[config.mk]
export PLATFORM = sky130hd
export DESIGN_NAME = st_frame_sched
export DESIGN_NICKNAME = d
export VERILOG_FILES = /design/src/rtl/st_frame_sched.sv
export SDC_FILE = /design/constraint.sdc
export NUM_CORES = 1
export LEC_CHECK = 0
export CAP_MARGIN = 15
export CORE_ASPECT_RATIO = 2
export CORE_MARGIN = 8
export CORE_UTILIZATION = 45
export DETAILED_ROUTE_END_ITERATION = 10
export PLACE_DENSITY = 0.72
export SKIP_CTS_REPAIR_TIMING = 1
export SYNTH_ARGS = -nofsm -noshare
export SYNTH_HDL_FRONTEND = slang
export SYNTH_SLANG_ARGS = --single-unit
[constraint.sdc]
create_clock -name c4 -period 3.1 [get_ports c4]
set_input_delay 0.93 -clock c4 [delete_from_list [all_inputs] [get_ports c4]]
set_output_delay 0.93 -clock c4 [all_outputs]
set_load 0.05 [all_outputs]
[src/rtl/st_frame_sched.sv]
// rtl/st_frame_sched.sv - ST-bus frame scheduler: f0 lock, channel/bit decode, shift strobe, frame interrupt
// Optional build macro ST_FRAME_ERR_CNT_EN adds the err_cnt output (bad/missing f0 tally).
module st_frame_sched #(
   parameter int CHANNELS    = 32,
   parameter int LOCK_FRAMES = 2,
   parameter int LOSS_FRAMES = 2,
   parameter int INT_DIV     = 8,
   parameter int WIN_START   = 0,
   parameter int WIN_LEN     = 24
) (
   input  logic       c4,
   input  logic       reset_rg,
   input  logic       f0,
   input  logic       int_ack,
   output logic       bit_clk,
   output logic [4:0] chan_num,
   output logic [2:0] bit_num,
   output logic       frame_start,
   output logic       win_active,
   output logic       shift_en,
   output logic       locked,
   output logic       cpu_int,
`ifdef ST_FRAME_ERR_CNT_EN
   output logic [7:0] err_cnt,
`endif
   output logic       int_ovr
);

   localparam int FRAME_C4 = CHANNELS * 16;
   localparam int FRM_W    = (INT_DIV > 1) ? $clog2(INT_DIV) : 1;

   localparam logic [8:0]       CNT_LAST    = 9'(FRAME_C4 - 1);
   localparam logic [FRM_W-1:0] FRM_LAST    = FRM_W'(INT_DIV - 1);
   localparam logic [7:0]       GOOD_TGT    = 8'(LOCK_FRAMES);
   localparam logic [7:0]       MISS_TGT    = 8'(LOSS_FRAMES);
   localparam logic [31:0]      WIN_START_U = WIN_START;
   localparam logic [31:0]      WIN_LEN_U   = WIN_LEN;

   typedef enum logic [1:0] {
      HUNT   = 2'd0,
      CHECK  = 2'd1,
      LOCKED = 2'd2
   } sync_state_t;

   sync_state_t      state_q, state_d;
   logic             f0_q;
   logic [8:0]       cnt_q, cnt_d;
   logic [7:0]       good_q, good_d;
   logic [7:0]       miss_q, miss_d;
   logic [FRM_W-1:0] frm_q, frm_d;
   logic             cpu_int_q, cpu_int_d;
   logic             int_ovr_q, int_ovr_d;
   logic             bit_clk_q, bit_clk_d;
   logic [4:0]       chan_num_q, chan_num_d;
   logic [2:0]       bit_num_q, bit_num_d;
   logic             frame_start_q, frame_start_d;
   logic             win_active_q, win_active_d;
   logic             shift_en_q, shift_en_d;
   logic             locked_q, locked_d;

   logic             fe, cnt_last, good_ev, bad_ev, miss_ev, frame_end, int_evt;
   logic [31:0]      win_off;

   // Frame event is a sampled falling edge of f0; classify it against the flywheel position
   always_comb begin
      fe        = !f0 && f0_q;
      cnt_last  = (cnt_q == CNT_LAST);
      good_ev   = fe && cnt_last;
      bad_ev    = fe && !cnt_last;
      miss_ev   = !fe && cnt_last;
      frame_end = fe || cnt_last;
      cnt_d     = frame_end ? 9'd0 : cnt_q + 9'd1;
   end

   // Sync FSM: hunt for any f0, qualify spacing, then ride through isolated faults while locked
   always_comb begin
      state_d = state_q;
      good_d  = good_q;
      miss_d  = miss_q;
      case (state_q)
         HUNT: begin
            if (fe) begin
               state_d = CHECK;
               good_d  = 8'd0;
            end
         end
         CHECK: begin
            if (good_ev) begin
               if (good_q + 8'd1 >= GOOD_TGT) begin
                  state_d = LOCKED;
                  good_d  = 8'd0;
                  miss_d  = 8'd0;
               end else begin
                  good_d = good_q + 8'd1;
               end
            end else if (bad_ev) begin
               good_d = 8'd0;
            end else if (miss_ev) begin
               state_d = HUNT;
               good_d  = 8'd0;
            end
         end
         LOCKED: begin
            if (good_ev) begin
               miss_d = 8'd0;
            end else if (bad_ev || miss_ev) begin
               if (miss_q + 8'd1 >= MISS_TGT) begin
                  state_d = HUNT;
                  miss_d  = 8'd0;
               end else begin
                  miss_d = miss_q + 8'd1;
               end
            end
         end
         default: begin
            state_d = HUNT;
            good_d  = 8'd0;
            miss_d  = 8'd0;
         end
      endcase
   end

   // Frame divider and interrupt request; an event coinciding with int_ack keeps the request but drops overrun
   always_comb begin
      int_evt = (state_q == LOCKED) && frame_end && (frm_q == FRM_LAST);
      if (state_d != LOCKED) begin
         frm_d = '0;
      end else if ((state_q == LOCKED) && frame_end) begin
         frm_d = (frm_q == FRM_LAST) ? '0 : frm_q + FRM_W'(1);
      end else begin
         frm_d = frm_q;
      end
      cpu_int_d = int_evt || (cpu_int_q && !int_ack);
      int_ovr_d = !int_ack && (int_ovr_q || (int_evt && cpu_int_q));
   end

   // Output decode from the next counter/state so registered outputs line up with cnt
   always_comb begin
      win_off       = 32'(cnt_d[8:4]) - WIN_START_U;
      bit_clk_d     = ~cnt_d[0];
      chan_num_d    = cnt_d[8:4];
      bit_num_d     = cnt_d[3:1];
      frame_start_d = (cnt_d == 9'd0);
      win_active_d  = (win_off < WIN_LEN_U);
      locked_d      = (state_d == LOCKED);
      shift_en_d    = locked_d && win_active_d && cnt_d[0];
   end

`ifdef ST_FRAME_ERR_CNT_EN
   logic [7:0] err_q, err_d;

   // Saturating tally of bad or missing f0 while qualifying or locked; cleared with the interrupt ack
   always_comb begin
      err_d = err_q;
      if (int_ack) begin
         err_d = 8'd0;
      end else if ((state_q != HUNT) && (bad_ev || miss_ev) && (err_q != 8'hFF)) begin
         err_d = err_q + 8'd1;
      end
   end

   assign err_cnt = err_q;
`endif

   // All state and registered outputs
   always_ff @(posedge c4 or negedge reset_rg) begin
      if (!reset_rg) begin
         state_q       <= HUNT;
         f0_q          <= 1'b1;
         cnt_q         <= 9'd0;
         good_q        <= 8'd0;
         miss_q        <= 8'd0;
         frm_q         <= '0;
         cpu_int_q     <= 1'b0;
         int_ovr_q     <= 1'b0;
         bit_clk_q     <= 1'b1;
         chan_num_q    <= 5'd0;
         bit_num_q     <= 3'd0;
         frame_start_q <= 1'b0;
         win_active_q  <= 1'b0;
         shift_en_q    <= 1'b0;
         locked_q      <= 1'b0;
`ifdef ST_FRAME_ERR_CNT_EN
         err_q         <= 8'd0;
`endif
      end else begin
         state_q       <= state_d;
         f0_q          <= f0;
         cnt_q         <= cnt_d;
         good_q        <= good_d;
         miss_q        <= miss_d;
         frm_q         <= frm_d;
         cpu_int_q     <= cpu_int_d;
         int_ovr_q     <= int_ovr_d;
         bit_clk_q     <= bit_clk_d;
         chan_num_q    <= chan_num_d;
         bit_num_q     <= bit_num_d;
         frame_start_q <= frame_start_d;
         win_active_q  <= win_active_d;
         shift_en_q    <= shift_en_d;
         locked_q      <= locked_d;
`ifdef ST_FRAME_ERR_CNT_EN
         err_q         <= err_d;
`endif
      end
   end

   assign bit_clk     = bit_clk_q;
   assign chan_num    = chan_num_q;
   assign bit_num     = bit_num_q;
   assign frame_start = frame_start_q;
   assign win_active  = win_active_q;
   assign shift_en    = shift_en_q;
   assign locked      = locked_q;
   assign cpu_int     = cpu_int_q;
   assign int_ovr     = int_ovr_q;

endmodule

# Word-level counts from Yosys, hierarchy flattened
# Cells that the tools add are included.
# Widths: inputs -> output; s select.
# word_totals
regBits	46
in_bits	4
out_inout_bits	15
wordCells	85
# op_classes
add_sub_neg	4
n_lt_le_gt_ge	3
eq_ne	11
muxes	25
bitwise	3
reduce_logical	24
# op_table
cell	count
$mux 8	10
$pmux 8 s3	2
$add 8x1->8 const B	2
$ge 8x2->1 const B	2
$mux 2	8
$logic_and 1x1->1	11
$add 9x1->9 const B	1
$eq 9x9->1 const B	1
$logic_not 9->1	1
$mux 3	3
$mux 9	1
$ne 2x2->1 const B	4
$pmux 2 s3	1
$lt 5x5->1 const B	1
$eq 2x2->1 const B	2
$logic_not 1->1	4
$logic_or 1x1->1	4
$ne 4x4->1 const B	1
$reduce_and 4->1	1
$add 3x1->3 const B	1
$eq 3x3->1 const B	1
$ne 3x3->1 const B	1
$not 1->1	3
$reduce_and 3->1	1
other kinds (3)	3

# Depth between registers and ports, before layout
# depth
word_depth	11
mapped_depth	11
mapped_depth_nobuf	11

# Worst setup path after synthesis
# OpenSTA, ideal clock, no wires.
# synth_timing
kind	input-to-reg
from	input port f0
to	register frame_start_q, in the netlist frame_start
setup_ns	0.101
t_arrival_ns	2.482
required_ns	2.999
setup_slack_ns	0.517
path_stages	6
n_path_buf	1
cell_sequence	nand2b_1 ha_1 clkbuf_1 and2_1 or4b_2 nor4_1
# synth_via
elab_chain_cells	5
# synth_rtl
element	line	source
start, declared	13	input logic f0,
$logic_not 1->1	66	fe = !f0 && f0_q;
$logic_and 1x1->1	66	
$logic_or 1x1->1	71	frame_end = fe || cnt_last;
$mux 9	72	cnt_d = frame_end ? 9'd0 : cnt_q + 9'd1;
net cnt_d[4]	47	logic [8:0] cnt_q, cnt_d;
$logic_not 9->1	143	frame_start_d = (cnt_d == 9'd0);
net frame_start_d	56	logic frame_start_q, frame_start_d;
end signal, assigned	198	frame_start_q <= frame_start_d;
end, declared	56	
# The timed path passes the listed nets, and every way through them passes these cells.
# A chain may end at the register's enable or synchronous reset.

# Final worst setup path
# Same ends and word-level chain as after synthesis.

==> run metrics <==
run status finished clean; hold wc startpoint int_ovr; CP Capture Point frame_start; routed wire length 3800 um; TritonCTS clock tree yes; clock root cell clkbuf_8; crit start category input pin; commonest cells after routing, fill and taps aside 36 x dfrtp_1, 19 x and2_1, 18 x clkdlybuf4s50_1; Total Neg Setup Slack 0 ps; Layout area overhead 19.2%; Adder-Cell Fraction of Synth Area 8.66%; layout cells sized above 1 11.9%; Core Area 0.00405 mm2; Synth Net Count 189; nets 210; Setup-failing EPs final 0; Synth Area per Inst 10.9 um2; Post-Synth Simple-Gate Area 20.1%; Seq. cell area 953 um2; Pre-antenna DRT Iters 6; synthesized instance count 172; post-synthesis cell type count 41; Max Slew Vio Count 0; H-tree depth 2; period utilization 89.1%; Worst Hold Class reg -> reg; Crit path required time 3290 ps; IO Count 19; area share of the largest cell type after synthesis 47.9%; f_max 362 MHz; first-pass GRT wire length 6390 um; leakage power 0.00103 uW; register area share after synthesis 50.7%; Post-synth EDFFs 0; FFs w/ async S/R, synth 100%; die area 0.00663 mm2; RSZ-0062 raised after global routing no; fillers 366; mux cell area share after synthesis 0.533%; commonest non-fill, non-tap cell in the layout dfrtp_1; largest family of logic cells by synthesized area simple AND/OR/NAND/NOR gates; crit-path max FO 7; Num CTS Buffers 5; initial core utilization 46.4%; DR iter-0 viols 20; DR DRC count 0; cell area after synthesis 0.00188 mm2; Synth area leader dfrtp_1; routability cong. 0.760; Main synth FF type dfrtp_1; Multi-input gate area 810 um2; vias in the first global route 1382; largest net degree at the start of global routing 39; Worst Setup SP f0; Final Critical Period 2760 ps; vias per cell 5.29; HPWL after DPL 2880 um; CTS max path bufs 2; die span in x 61.7 um; max-cap violation count 0; # rows 33; die height 107 um; total number of vias 1301; initial antenna violation count 0; post-placement cell area 0.00210 mm2; cells on worst reg2reg path 10; wire per inst 15.4 um; I/O Buffers 18; gr usage total 12.7%; Seq cells post-synth 38; FF-to-FF setup slack 410 ps; Compound-Gate Fraction of Synth Area 10.5%; Tightest Pin Transition 518 ps; Max-Slew Margin vs Limit 65.4%; reg2reg end frame_start; synth warn 0; Setup crit end kind flip-flop; Core Util, Final 55.4%; CP Class in -> reg; post-route antenna net violation count 0; grt total ovfl 0; largest cells by area after synthesis dfrtp_1 48%, ha_1 8.7%, and2_1 6.3%; Reg2Reg Launch Point cnt_q[0]; Clock Skew 4.73 ps; Sink Count 38; Peak VDD IR 0.292 mV; XOR/XNOR Fraction of Synth Area 3.26%; Power, Total 1320 uW; P per Cell Area 590 mW/mm2; Final Instance Area 0.00224 mm2; Fin. Hold Viols 0; clock-pin slew on the worst setup and hold paths 80 ps; Worst-Skew Late Latency 290 ps; crit path DAT 2960 ps; n_diodes 0
logic make-up after synthesis:
logic type      count (synthesis)
simple gates                   65
fa+ha+maj                      13
xor+xnor                        7
compound gates                 25
buf+inv                        23
mux                             1
flops                          38
metal layers:
layer	share of wire (%)	global-route usage [%]	vias up
li1	-	-	622
met1	36	12.0	650
met2	59	24.0	21
met3	3.4	2.16	8
met4	2.3	6.24	0
met5	0	0	-
how the worst min path moves through the flow:
stage                end  cells after the start  slack [ps]
2_1_floorplan  miss_q[6]                      1         470
3_3_place_gp     int_ovr                      2         480
3_5_place_dp   miss_q[3]                      1         500
4_1_cts        good_q[5]                      1         530
5_1_grt        good_q[5]                      1         530
6_report         int_ovr                      2         530
registers in the layout, summed over array words and instances, names as in the netlist:
name / count
cpu_int: 1
frame_start: 1
bit_num: 2
shift_en: 1
chan_num: 5
state_q: 2
cnt_q: 2
int_ovr: 1
bit_clk: 1
locked: 1
frm_q: 3
f0_q: 1
good_q: 8
miss_q: 8
win_active: 1
report_power, final:
part           total, uW  switching (uW)  internal [uW]  leakage [uW]
registers            560            32.8            527      0.000504
logic                244             156           87.9      0.000452
clock network        519             175            343     0.0000714
total               1320             364            958       0.00103
synth_stat cells, types with 2 or more instances:
cell type	count
xnor2_1	4
o21ai_0	8
ha_1	13
dfstp_2	2
a21oi_1	4
nor3_1	4
nand4_1	3
and2_1	19
nand2_1	9
nor2_1	6
nand2b_1	4
inv_1	14
dfrtp_1	36
nand3_1	7
buf_4	8
xor2_1	3
nand3b_1	2
a31oi_1	2
nor2b_1	2
stage by stage:
step / hold WS [ps] / instances / worst slack (ps)
6_report: 526 / 246 / 337
5_1_grt: 535 / 246 / 187
4_1_cts: 525 / 246 / 322
3_5_place_dp: 504 / 238 / 77.8
3_3_place_gp: 484 / 238 / 147
2_1_floorplan: 470 / 172 / 517
critical path, stage by stage:
cell and delay [ps]:
clkdlybuf4s50_1 410, nand2b_1 170, ha_1 260, and2_1 200, nor3_1 210, or4b_2 600, nor4_1 170
final cells by class:
class                           instances  area share, %
Clock buffer                            6           3.69
Clock inverter                          2           2.68
Tap cell                               52           2.90
Inverter                               14           2.35
Sequential cell                        38           42.5
Multi-Input combinational cell        111           36.1
Timing Repair Buffer                   23           9.72
No activity file was read; power rests on OpenSTA's default activity.
